### src/rtl/pipe_reg_chain_if.sv
// Valid/ready/data handshake bundle used on both sides of pipe_reg_chain.
// The master drives valid and data and observes ready; the slave does the reverse.
interface pipe_reg_chain_if #(
    parameter int WIDTH = 32
);
    logic             valid;
    logic             ready;
    logic [WIDTH-1:0] data;

    modport master (
        output valid,
        output data,
        input  ready
    );

    modport slave (
        input  valid,
        input  data,
        output ready
    );
endinterface : pipe_reg_chain_if

### src/rtl/pipe_reg_chain.sv
// Elastic DEPTH-stage pipeline register chain with valid/ready back-pressure,
// a one-cycle synchronous flush and an optional input skid buffer that turns
// the upstream ready into a registered signal.
//
// Each stage holds a valid bit and a payload word. A stage may load whenever
// it is empty or the stage after it is also moving, so bubbles collapse and a
// full chain still streams one word per cycle with out_ready held high.
// Bubbles never overwrite payload data; only the valid bit moves for them.
//
// With REG_READY=1 the upstream ready depends only on the skid buffer state,
// so the long out_ready -> in_ready combinational path is cut. A word that
// arrives while stage 0 is blocked waits in the skid and feeds stage 0 first
// once it frees up, keeping strict FIFO order.
module pipe_reg_chain #(
    parameter int               WIDTH     = 32,
    parameter int               DEPTH     = 2,
    parameter logic [WIDTH-1:0] RESET_VAL = '0,
    parameter bit               REG_READY = 1'b0,
    localparam int              OCC_W     = $clog2(DEPTH + 2)
) (
    input  logic                  clk,
    input  logic                  reset,      // asynchronous, active low
    input  logic                  flush,
    pipe_reg_chain_if.slave       s_in,
    pipe_reg_chain_if.master      m_out,
    output logic [OCC_W-1:0]      occupancy
);

    // ------------------------------------------------------------------
    // Stage storage
    // ------------------------------------------------------------------
    logic [DEPTH-1:0] r_valid;
    logic [WIDTH-1:0] r_data [DEPTH];

    // Per-stage load enable: stage i may take a new word when it or any
    // later stage is empty, or when the consumer is taking the last word.
    logic [DEPTH-1:0] w_rdy;

    // Source feeding each stage (stage 0 from the input or skid).
    logic             w_stg_src_valid [DEPTH];
    logic [WIDTH-1:0] w_stg_src_data  [DEPTH];

    // Stage 0 source as selected by the skid logic.
    logic             w_src_valid;
    logic [WIDTH-1:0] w_src_data;

    logic             w_in_ready;
    logic             w_in_fire;
    logic             w_skid_valid;
    logic [OCC_W-1:0] w_occ;

    // Ready chain as a reduction over later stages rather than a rippling
    // recurrence, so no combinational signal depends on itself.
    for (genvar gi = 0; gi < DEPTH; gi++) begin : g_rdy
        assign w_rdy[gi] = m_out.ready | ~(&r_valid[DEPTH-1:gi]);
    end

    // ------------------------------------------------------------------
    // Upstream handshake
    // ------------------------------------------------------------------
    // Ready is forced low while reset is held and during a flush cycle, so a
    // word offered in either case is simply not taken.
    if (REG_READY) begin : g_in_ready_reg
        assign w_in_ready = reset & ~flush & ~w_skid_valid;
    end else begin : g_in_ready_comb
        assign w_in_ready = reset & ~flush & w_rdy[0];
    end

    assign w_in_fire  = s_in.valid & w_in_ready;
    assign s_in.ready = w_in_ready;

    // ------------------------------------------------------------------
    // Optional skid buffer
    // ------------------------------------------------------------------
    if (REG_READY) begin : g_skid
        logic             r_skid_valid;
        logic [WIDTH-1:0] r_skid_data;

        // Capture an accepted word that stage 0 cannot take; release it as
        // soon as stage 0 frees up. Flush discards a parked word.
        always_ff @(posedge clk or negedge reset) begin
            if (!reset) begin
                r_skid_valid <= 1'b0;
                r_skid_data  <= RESET_VAL;
            end else if (flush) begin
                r_skid_valid <= 1'b0;
            end else if (r_skid_valid) begin
                if (w_rdy[0]) begin
                    r_skid_valid <= 1'b0;
                end
            end else if (w_in_fire && !w_rdy[0]) begin
                r_skid_valid <= 1'b1;
                r_skid_data  <= s_in.data;
            end
        end

        // A parked word is always older than anything on the input, so it
        // has priority into stage 0 (the input is not ready meanwhile).
        assign w_skid_valid = r_skid_valid;
        assign w_src_valid  = r_skid_valid | w_in_fire;
        assign w_src_data   = r_skid_valid ? r_skid_data : s_in.data;
    end else begin : g_no_skid
        assign w_skid_valid = 1'b0;
        assign w_src_valid  = w_in_fire;
        assign w_src_data   = s_in.data;
    end

    // ------------------------------------------------------------------
    // Stage chain
    // ------------------------------------------------------------------
    // Route each stage's source: stage 0 from the input/skid, others from the
    // previous stage.
    always_comb begin
        // NOTE: every combinational output gets a value before any branch or
        // loop so no path leaves it unassigned and a latch is never inferred.
        for (int i = 0; i < DEPTH; i++) begin
            w_stg_src_valid[i] = 1'b0;
            w_stg_src_data[i]  = RESET_VAL;
        end
        w_stg_src_valid[0] = w_src_valid;
        w_stg_src_data[0]  = w_src_data;
        for (int i = 1; i < DEPTH; i++) begin
            w_stg_src_valid[i] = r_valid[i-1];
            w_stg_src_data[i]  = r_data[i-1];
        end
    end

    // Advance the chain: a ready stage takes its source's valid and, only for
    // a real word, its data. Flush kills every valid and freezes the data.
    always_ff @(posedge clk or negedge reset) begin
        if (!reset) begin
            // NOTE: payload registers are reset too (not just the valids)
            // because out_data is visible and must read RESET_VAL after reset.
            r_valid <= '0;
            for (int i = 0; i < DEPTH; i++) begin
                r_data[i] <= RESET_VAL;
            end
        end else if (flush) begin
            r_valid <= '0;
        end else begin
            // NOTE: non-blocking assignments make every stage read the
            // pre-edge value of its predecessor, so a word moves exactly one
            // stage per edge regardless of loop order.
            for (int i = 0; i < DEPTH; i++) begin
                if (w_rdy[i]) begin
                    r_valid[i] <= w_stg_src_valid[i];
                    if (w_stg_src_valid[i]) begin
                        r_data[i] <= w_stg_src_data[i];
                    end
                end
            end
        end
    end

    // ------------------------------------------------------------------
    // Downstream side and occupancy
    // ------------------------------------------------------------------
    assign m_out.valid = r_valid[DEPTH-1];
    assign m_out.data  = r_data[DEPTH-1];

    // Count held words: one per valid stage plus a parked skid word.
    always_comb begin
        w_occ = OCC_W'(w_skid_valid);
        for (int i = 0; i < DEPTH; i++) begin
            w_occ = w_occ + OCC_W'(r_valid[i]);
        end
    end

    assign occupancy = w_occ;

    // ------------------------------------------------------------------
    // Invariants
    // ------------------------------------------------------------------
    a_occ_range: assert property (@(posedge clk) disable iff (!reset)
        int'(occupancy) <= DEPTH + int'(REG_READY));

    a_no_accept_on_flush: assert property (@(posedge clk) disable iff (!reset)
        flush |-> !s_in.ready);

    a_hold_when_blocked: assert property (@(posedge clk) disable iff (!reset)
        (m_out.valid && !m_out.ready && !flush) |=> m_out.valid);

endmodule : pipe_reg_chain

### src/flat_wrapper.sv
// flat-port wrapper written by rule: the top's interface ports become plain ports
module pipe_reg_chain_flat 
#(
    parameter int               WIDTH     = 32,
    parameter int               DEPTH     = 2,
    parameter logic [WIDTH-1:0] RESET_VAL = '0,
    parameter bit               REG_READY = 1'b0,
    localparam int              OCC_W     = $clog2(DEPTH + 2)
)
  (clk, reset, flush, occupancy, s_in_valid, s_in_data, s_in_ready, m_out_valid, m_out_data, m_out_ready);
  pipe_reg_chain_if #(.WIDTH(WIDTH)) s_in_i ();
  pipe_reg_chain_if #(.WIDTH(WIDTH)) m_out_i ();
  input  logic clk;
  input  logic reset;
  input  logic flush;
  output logic [OCC_W-1:0] occupancy;
  input wire logic [$bits(s_in_i.valid)-1:0] s_in_valid;
  input wire logic [$bits(s_in_i.data)-1:0] s_in_data;
  output wire logic [$bits(s_in_i.ready)-1:0] s_in_ready;
  output wire logic [$bits(m_out_i.valid)-1:0] m_out_valid;
  output wire logic [$bits(m_out_i.data)-1:0] m_out_data;
  input wire logic [$bits(m_out_i.ready)-1:0] m_out_ready;
  assign s_in_i.valid = s_in_valid;
  assign s_in_i.data = s_in_data;
  assign s_in_ready = s_in_i.ready;
  assign m_out_valid = m_out_i.valid;
  assign m_out_data = m_out_i.data;
  assign m_out_i.ready = m_out_ready;
  pipe_reg_chain #(.WIDTH(WIDTH), .DEPTH(DEPTH), .RESET_VAL(RESET_VAL), .REG_READY(REG_READY)) u_core (.clk(clk), .reset(reset), .flush(flush), .s_in(s_in_i), .m_out(m_out_i), .occupancy(occupancy));
endmodule
### config.mk
export PLATFORM = sky130hd
export DESIGN_NAME = pipe_reg_chain_flat
export DESIGN_NICKNAME = d
export VERILOG_FILES = /design/src/rtl/pipe_reg_chain_if.sv /design/src/rtl/pipe_reg_chain.sv /design/src/flat_wrapper.sv
export SDC_FILE = /design/constraint.sdc
export NUM_CORES = 1
export LEC_CHECK = 0
export ABC_AREA = 0
export ABC_CLOCK_PERIOD_IN_PS = 1500
export CAP_MARGIN = 40
export CORE_MARGIN = 8
export CORE_UTILIZATION = 40
export DETAILED_ROUTE_END_ITERATION = 10
export PLACE_DENSITY = 0.67
export SLEW_MARGIN = 10
export SYNTH_ARGS = -nofsm -noshare
export SYNTH_HDL_FRONTEND = slang
export SYNTH_SLANG_ARGS = --single-unit
### constraint.sdc
create_clock -name clk -period 1.5 [get_ports clk]
set_input_delay 0.3 -clock clk [delete_from_list [all_inputs] [get_ports clk]]
set_output_delay 0.3 -clock clk [all_outputs]
set_load 0.01 [all_outputs]
Yosys cells after proc, flatten, opt, wreduce, memory -nomap -nowiden
Cells that the tools add are included.
{ "totals": {"output_inout_bits": 36, "input_bits": 37, "word_cells": 21, "register_bits": 66} }
{ "classes": {"n_bitwise": 8, "muxes": 3, "addsub": 1, "n_reduce_logical": 5} }
{ "op_table": {"columns": ["cell", "count"], "rows": [
  ["AND reduction 3 bit", 2],
  ["nonzero test 2 bit", 2],
  ["AND 1 bit", 3],
  ["inverter 1 bit", 3],
  ["adder 1 x 1 -> 2 bit", 1],
  ["two-way mux 1 bit", 2],
  ["two-way mux 2 bit", 1],
  ["OR 1 bit", 2],
  ["AND reduction 2 bit", 1]
]} }

Logic depth before layout (Yosys ltp)
Gate-level depths: netlist of the first run.
{ "logic_depth": {"depth_word": 7, "mapped_depth": 5, "ltp_nobuf": 4} }

Worst setup path after synthesis of the first run
OpenSTA, ideal clock, no wires.
{ "synth_path": {"kind": "flip-flop to flip-flop", "start": "reg u_core.r_valid[1]", "end": "reg u_core.r_data[34] in the netlist's numbering", "required_ns": 1.375, "setup_time_ns": 0.125, "path_buffers": 1, "stages_incl_launch_ff": 6, "period_less_slack_ns": 1.550, "slack_ns": -0.050, "arrival_time_ns": 1.425, "cell_sequence": "dfrtp_1 -> ha_1 -> nand2b_2 -> nand4b_4 -> buf_6 -> mux2_4"} }
{ "synth_between": {"elab_chain_len": 6} }
{ "synth_lines": {"columns": ["element", "line_no", "text"], "rows": [
  ["start: declaration", "pipe_reg_chain.sv:32", "logic [DEPTH-1:0] r_valid;"],
  ["start signal: indexed assignment", "pipe_reg_chain.sv:146", "r_valid[i] <= w_stg_src_valid[i];"],
  ["AND reduction 2 bit (*)", "pipe_reg_chain.sv:55", "assign w_rdy[gi] = m_out.ready | ~(&r_valid[DEPTH-1:gi]);"],
  ["inverter 1 bit (*)", "pipe_reg_chain.sv:55", null],
  ["OR 1 bit (*)", "pipe_reg_chain.sv:55", null],
  ["AND 1 bit", "pipe_reg_chain.sv:66", "assign w_in_ready = reset & ~flush & w_rdy[0];"],
  ["AND 1 bit", "pipe_reg_chain.sv:69", "assign w_in_fire = s_in.valid & w_in_ready;"],
  ["AND reduction 3 bit (no line) (*)", null, null],
  ["end signal: indexed assignment", "pipe_reg_chain.sv:148", "r_data[i] <= w_stg_src_data[i];"],
  ["end: declaration", "pipe_reg_chain.sv:33", "logic [WIDTH-1:0] r_data [DEPTH];"]
]} }
Every way passes the cells marked *; elsewhere a longest branch is shown, timed or not.
A chain may end at the register's enable or synchronous reset.

Final worst setup path of the first run
{ "layout_path": {"start": "reg u_core.r_valid[0]", "end": "reg u_core.r_data (netlist bit u_core.m_out.data[14])"} }
{ "layout_between": {"elab_chain_len": 1} }
{ "layout_lines": {"columns": ["element"], "rows": [
  ["AND reduction 3 bit (no line)"]
]} }
Every way passes these cells.

==> out/qor.yml, run 1 <==
yosys.area_share.simple: 0.0244
portBuffers: 72
syn_area_per_cell_sq_um: 16.3
layout.cells.non_filler: 339
ant_nets: 0
synth_cell_type_count: 13
setup_violations: 62
finalInstanceArea_sq_mm: 0.00382
clk_pin_slew_ps: 70
wl_met1_um: 2330
syn_area_sq_mm: 0.00288
layout-drive-gt1-share: 0.413
clock-sinks: 66
hp-class: "primary input to asynchronous set/reset pin"
die_x_um: 101
whs_ps: 48.7
multi_input_area_sq_mm: 0.00102
grt.total_usage: 0.110
core_sq_mm: 0.00710
final_common_cell: "dfrtp_1"
worst_pin_slew_ps: 463
register_area_sq_mm: 0.00165
cts_buffers: 9
drv_cap: 0
ys_seq_elements: 66
grt-ovfl-total: 0
synth_compound_area_frac: 0.00435
layout_common_cells: "66 x dfrtp_1, 49 x mux2_4, 35 x clkdlybuf4s50_1"
core.rowCount: 31
die_y_um: 101
clk_latency_ps: 320
wl_met2_um: 2350
crit_required_ps: 1710
arrival_ps: 1780
grt_pass1_wl_um: 8480
hold_viol_final: 0
die_area_sq_mm: 0.0102
synth_top_area_cell: "dfrtp_1"
ir_drop_mv: 0.816
antenna_found_initial: 0
critPathLaunchType: "flop"
clock.fmax_mhz: 638
diodes: 0
layout_min_cycle_time_ps: 1570
synth_xor_area_frac: 0
io_pins: 73
ys.warnings.count: 0
synth_cells: 177
h-tree-depth: 3
synth_top_family_by_area: "multiplexers"
num_vias: 1504
path_class: "flop to flop"
grt_pass1_vias: 1642
violations: "setup timing"
ctsHoldBuffers: 0
end_kind: "flop"
route.detailed.wl_per_inst_um: 15.5
drt-pass1-iter-count: 4
cts_tree: "built"
finalCritPeriodShare: 1.04
fillCellCount: 613
powerDensity_mw_per_mm2: 1450
grt_start_max_net_pins: 38
final_nets: 273
clockRootBuffer: "clkbuf_8"
syn2layout_area_growth_pct: 32.9
maxUsedRoutingLayer: "met4"
placed_area_sq_mm: 0.00355
synth_mux_area_frac: 0.288
fin_skew_ps: 3.27
setup_ws_ps: -67.0
synthAdderAreaFrac: 0.00435
maxSlewHeadroom: 0.692
initial_core_util: 0.405
drc: 0
status: "finished with violations"
crit_fanout: 18
syn_nets: 215
synth_top_area_frac: 0.574
place_inst: 321
drtIter0Drc: 16
viasPerCell: 4.44
drt-total-wl_um: 5240
power_leakage_nw: 1.92
dr_wl_met3_um: 467
synthTopCellsByArea: "dfrtp_1 57%, mux2_4 15%, mux2_2 14%, buf_4 9.1%, buf_6 1.2%"
hpwl_um: 3640
rsz0062_at_grt: "true"
clockBufferDepth: 2
seq_area_frac_synth: 0.574
drv_slew: 0
gp_congestion: 0.637
## what timing repair did
| item | in CTS | in global routing |
|---|---|---|
| pin swaps | 0 | 2 |
| setup endpoints to repair | 68 | 34 |
| setup buffers | 1 | 1 |
| cloned | 0 | 0 |
| endpoints found under the hold margin | 0 | 0 |
| resized for setup | 43 | 21 |
## worst max-delay path: stages (launching register included)
cell and delay [ps]:
dfrtp_1 420, buf_4 140, buf_4 120, buf_4 130, nand3b_4 100, buf_12 180
mux2_2 350
## worst paths after layout
path / startpoint / to / slack [ps] / depth (start not counted)
worst max-delay path: u_core.r_valid[0]$_DFFE_PN0P_ / u_core.m_out.data[14]$_DFFE_PN0P_ / -70 / 6
worst min-delay path: reset / u_core.r_data[32]$_DFFE_PN0P_ / 50 / 2
worst max register to register: u_core.r_valid[0]$_DFFE_PN0P_ / u_core.m_out.data[14]$_DFFE_PN0P_ / -70 / 6
worst min register to register: u_core.m_out.data[30]$_DFFE_PN0P_ / u_core.m_out.data[30]$_DFFE_PN0P_ / 500 / 1
max in group asynchronous: reset / u_core.m_out.data[20]$_DFFE_PN0P_ / 1100 / 3
min in group clk: u_core.m_out.data[30]$_DFFE_PN0P_ / u_core.m_out.data[30]$_DFFE_PN0P_ / 500 / 1
## sequential cells by signal (all words and copies together) (netlist names)
name	count
u_core.m_out.data	32
u_core.r_data	32
u_core.r_valid	2
## layout make-up
| type | instances | share of cell area |
|---|---|---|
| Clock inverter | 1 | 0.00785 |
| Inverter | 1 | 0.000982 |
| Multi-Input combinational cell | 72 | 0.266 |
| Sequential cell | 66 | 0.432 |
| Clock buffer | 15 | 0.0488 |
| Timing Repair Buffer | 85 | 0.212 |
| Tap cell | 99 | 0.0324 |
## cell usage after synthesis, drive strengths merged
cell type / instances
dfrtp: 66
buf: 38
nand2b: 2
inv: 1
mux2: 64
a21oi: 1
nand3b: 1
nand4b: 1
and3b: 1
o31ai: 1
ha: 1
## logic make-up (layout without fill, tap and decap cells)
kind of cell             count (synthesis)  in the layout
flip-flops                              66             66
adder cells (fa/ha/maj)                  1              1
AND/OR/NAND/NOR                          5              5
buffers and inverters                   39            102
AO/OA/AOI/OAI                            2              2
multiplexers                            64             64
## power by group
part	switching (mW)	leakage, nW	internal (mW)
Clock	0.612	0.110	0.952
Sequential	0.247	0.796	2.27
Combinational	0.512	1.01	0.969
## layer usage
metal	up-vias	track usage
met3	9	0.0532
met2	49	0.161
met4	0	0.0593
li1	691	-
met1	755	0.129
met5	-	0
## stage by stage
step | util | power [mW] | setup TNS, ps | setup slack (ps)
2_1_floorplan | - | 3.65 | 0 | 0.586
3_3_place_gp | 0.501 | 4.12 | -15720 | -365
4_1_cts | 0.525 | 5.52 | -834 | -73.8
3_5_place_dp | 0.501 | 4.16 | -17150 | -379
6_report | 0.539 | 5.56 | -1510 | -67.0
5_1_grt | 0.539 | 5.88 | -4590 | -122
No activity file was read; power rests on OpenSTA's default activity.
==> inputs of run 2 (changes only) <==
--- a/config.mk
+++ b/config.mk
@@ -10,7 +10,9 @@
 export CAP_MARGIN = 40
 export CORE_MARGIN = 8
 export CORE_UTILIZATION = 40
+export CTS_CLUSTER_SIZE = 24
 export DETAILED_ROUTE_END_ITERATION = 10
+export GPL_TIMING_DRIVEN = 1
 export PLACE_DENSITY = 0.67
 export SLEW_MARGIN = 10
 export SYNTH_ARGS = -nofsm -noshare
==> results of run 2 <==
No change in the layout: final DEF, timing and power equal those of run 1.
==> inputs of run 3 (changes only) <==
--- a/config.mk
+++ b/config.mk
@@ -13,6 +13,7 @@
 export CTS_CLUSTER_SIZE = 24
 export DETAILED_ROUTE_END_ITERATION = 10
 export GPL_TIMING_DRIVEN = 1
+export HOLD_SLACK_MARGIN = 0.15
 export PLACE_DENSITY = 0.67
 export SLEW_MARGIN = 10
 export SYNTH_ARGS = -nofsm -noshare
==> run 3 against run 2 <==
Routed wire length grew 1.3%. Die area unchanged. The flow still finishes with violations (setup timing). Hold slack improved by 450 ps. Final cell count grew 0.59%. Highest routed layer unchanged. Clock power hardly changed. Largest power group unchanged. Maximum frequency up 0.12%.
==> out/qor.yml, run 3 (synthesis results as in run 1) <==
critPathLaunchType: "flop"
layout.cells.non_filler: 341
viasPerCell: 4.43
hold_depth: 1
drc: 0
path_class: "flop to flop"
drt-total-wl_um: 5310
grt_start_max_net_pins: 38
crit_family: "buffers and inverters"
cp_common_cell: "buf_4"
crit_fanout: 18
violations: "setup timing"
grt.total_usage: 0.111
clockRootBuffer: "clkbuf_8"
drtIter0Drc: 18
final_common_cell: "dfrtp_1"
core.rowCount: 31
gp_congestion: 0.637
die_x_um: 101
layout_min_cycle_time_ps: 1570
end_kind: "flop"
fin_skew_ps: 4.99
io_pins: 73
num_vias: 1511
clk_latency_ps: 330
whs_ps: 497
grt_pass1_vias: 1660
final_nets: 275
post-place-ws_ps: -379
ant_nets: 0
finalCritPeriodShare: 1.04
clockBufferDepth: 2
hp-class: "flop to flop"
die_area_sq_mm: 0.0102
drt-pass1-iter-count: 4
drv_slew: 0
core_sq_mm: 0.00710
hold_viol_final: 0
clock-sinks: 66
layout_common_cells: "66 x dfrtp_1, 49 x mux2_4, 35 x clkdlybuf4s50_1"
grt_pass1_wl_um: 8580
portBuffers: 72
powerDensity_mw_per_mm2: 1450
hpwl_um: 3640
cts_tree: "built"
critPathBufInv: 4
ir_drop_mv: 0.816
wl_met1_um: 2360
clock.fmax_mhz: 639
maxUsedRoutingLayer: "met4"
antenna_found_initial: 0
hold_start: "u_core.m_out.data[30]$_DFFE_PN0P_"
wl_met2_um: 2380
clk_pin_slew_ps: 70
grt-ovfl-total: 0
worst_pin_slew_ps: 465
r2r_cells: 6
cts_buffers: 9
path_depth: 6
ff2ff_setup_slack_ps: -70
placed_area_sq_mm: 0.00355
h-tree-depth: 3
maxSlewHeadroom: 0.690
slowest_delay_ps: 420
die_y_um: 101
setup_ws_ps: -65.1
hold_end: "u_core.m_out.data[30]$_DFFE_PN0P_"
place_inst: 321
r2r-start: "u_core.r_valid[0]$_DFFE_PN0P_"
tns_ps: -1360
syn2layout_area_growth_pct: 33.6
finalInstanceArea_sq_mm: 0.00384
rsz0062_at_grt: "true"
drv_cap: 0
dr_wl_met3_um: 467
power_leakage_nw: 1.93
layout-drive-gt1-share: 0.409
arrival_ps: 1770
diodes: 0
status: "finished with violations"
route.detailed.wl_per_inst_um: 15.6
worstReg2RegEnd: "u_core.m_out.data[14]$_DFFE_PN0P_"
initial_core_util: 0.405
cp_cell_sequence: "buf_4, buf_4, buf_4, nand3b_4, buf_12, mux2_2"
setup_violations: 57
crit_required_ps: 1710
critPathSlowestCell: "dfrtp_1"
-- run 3: cell types whose count changed in the layout (fill, tap and decap cells not counted), sizes merged --
| cell | before | now |
|---|---|---|
| dlygate4sd3 | 0 | 2 |
-- run 3: metrics by stage --
step           total power [mW]   util
3_5_place_dp               4.16  0.501
3_3_place_gp               4.12  0.501
2_1_floorplan              3.65      -
5_1_grt                    5.89  0.542
4_1_cts                    5.52  0.528
6_report                   5.57  0.542
-- run 3: metal layers --
layer	track usage	vias up
li1	-	694
met5	0	-
met3	0.0532	9
met1	0.130	759
met2	0.165	49
met4	0.0593	0
-- run 3: cell type report --
type                    count  area (sq um)
clock buffers              15           186
repair buffers             87           831
well taps                  99           124
multi-input cells          72          1020
fillers                   611          3250
inverters                   1          3.75
clock inverters             1          30.0
flip-flops and latches     66          1650
-- run 3: worst max path at each step --
stage / slack (ps) / end / startpoint
finish: -70 / u_core.m_out.data[14]$_DFFE_PN0P_ / u_core.r_valid[0]$_DFFE_PN0P_
global route: -120 / s_in_ready / u_core.r_valid[0]$_DFFE_PN0P_
CTS: -70 / s_in_ready / u_core.r_valid[1]$_DFFE_PN0P_
detailed placement: -380 / s_in_ready / m_out_ready
global placement: -370 / s_in_ready / m_out_ready
floorplan: 0.6 / u_core.r_data[34]$_DFFE_PN0P_ / u_core.r_valid[1]$_DFFE_PN0P_
-- run 3: report_power, final --
group | internal (mW) | switching [mW]
Sequential | 2.27 | 0.246
Combinational | 0.972 | 0.513
Clock | 0.952 | 0.618
Total | 4.19 | 1.38
-- run 3: what timing repair did --
action	4_1_cts	5_1_grt
gates resized for setup	43	21
setup endpoints to repair	68	34
pin swaps	0	2
buffers inserted	1	1
endpoints found under the hold margin	66	0
hold buffers	2	0
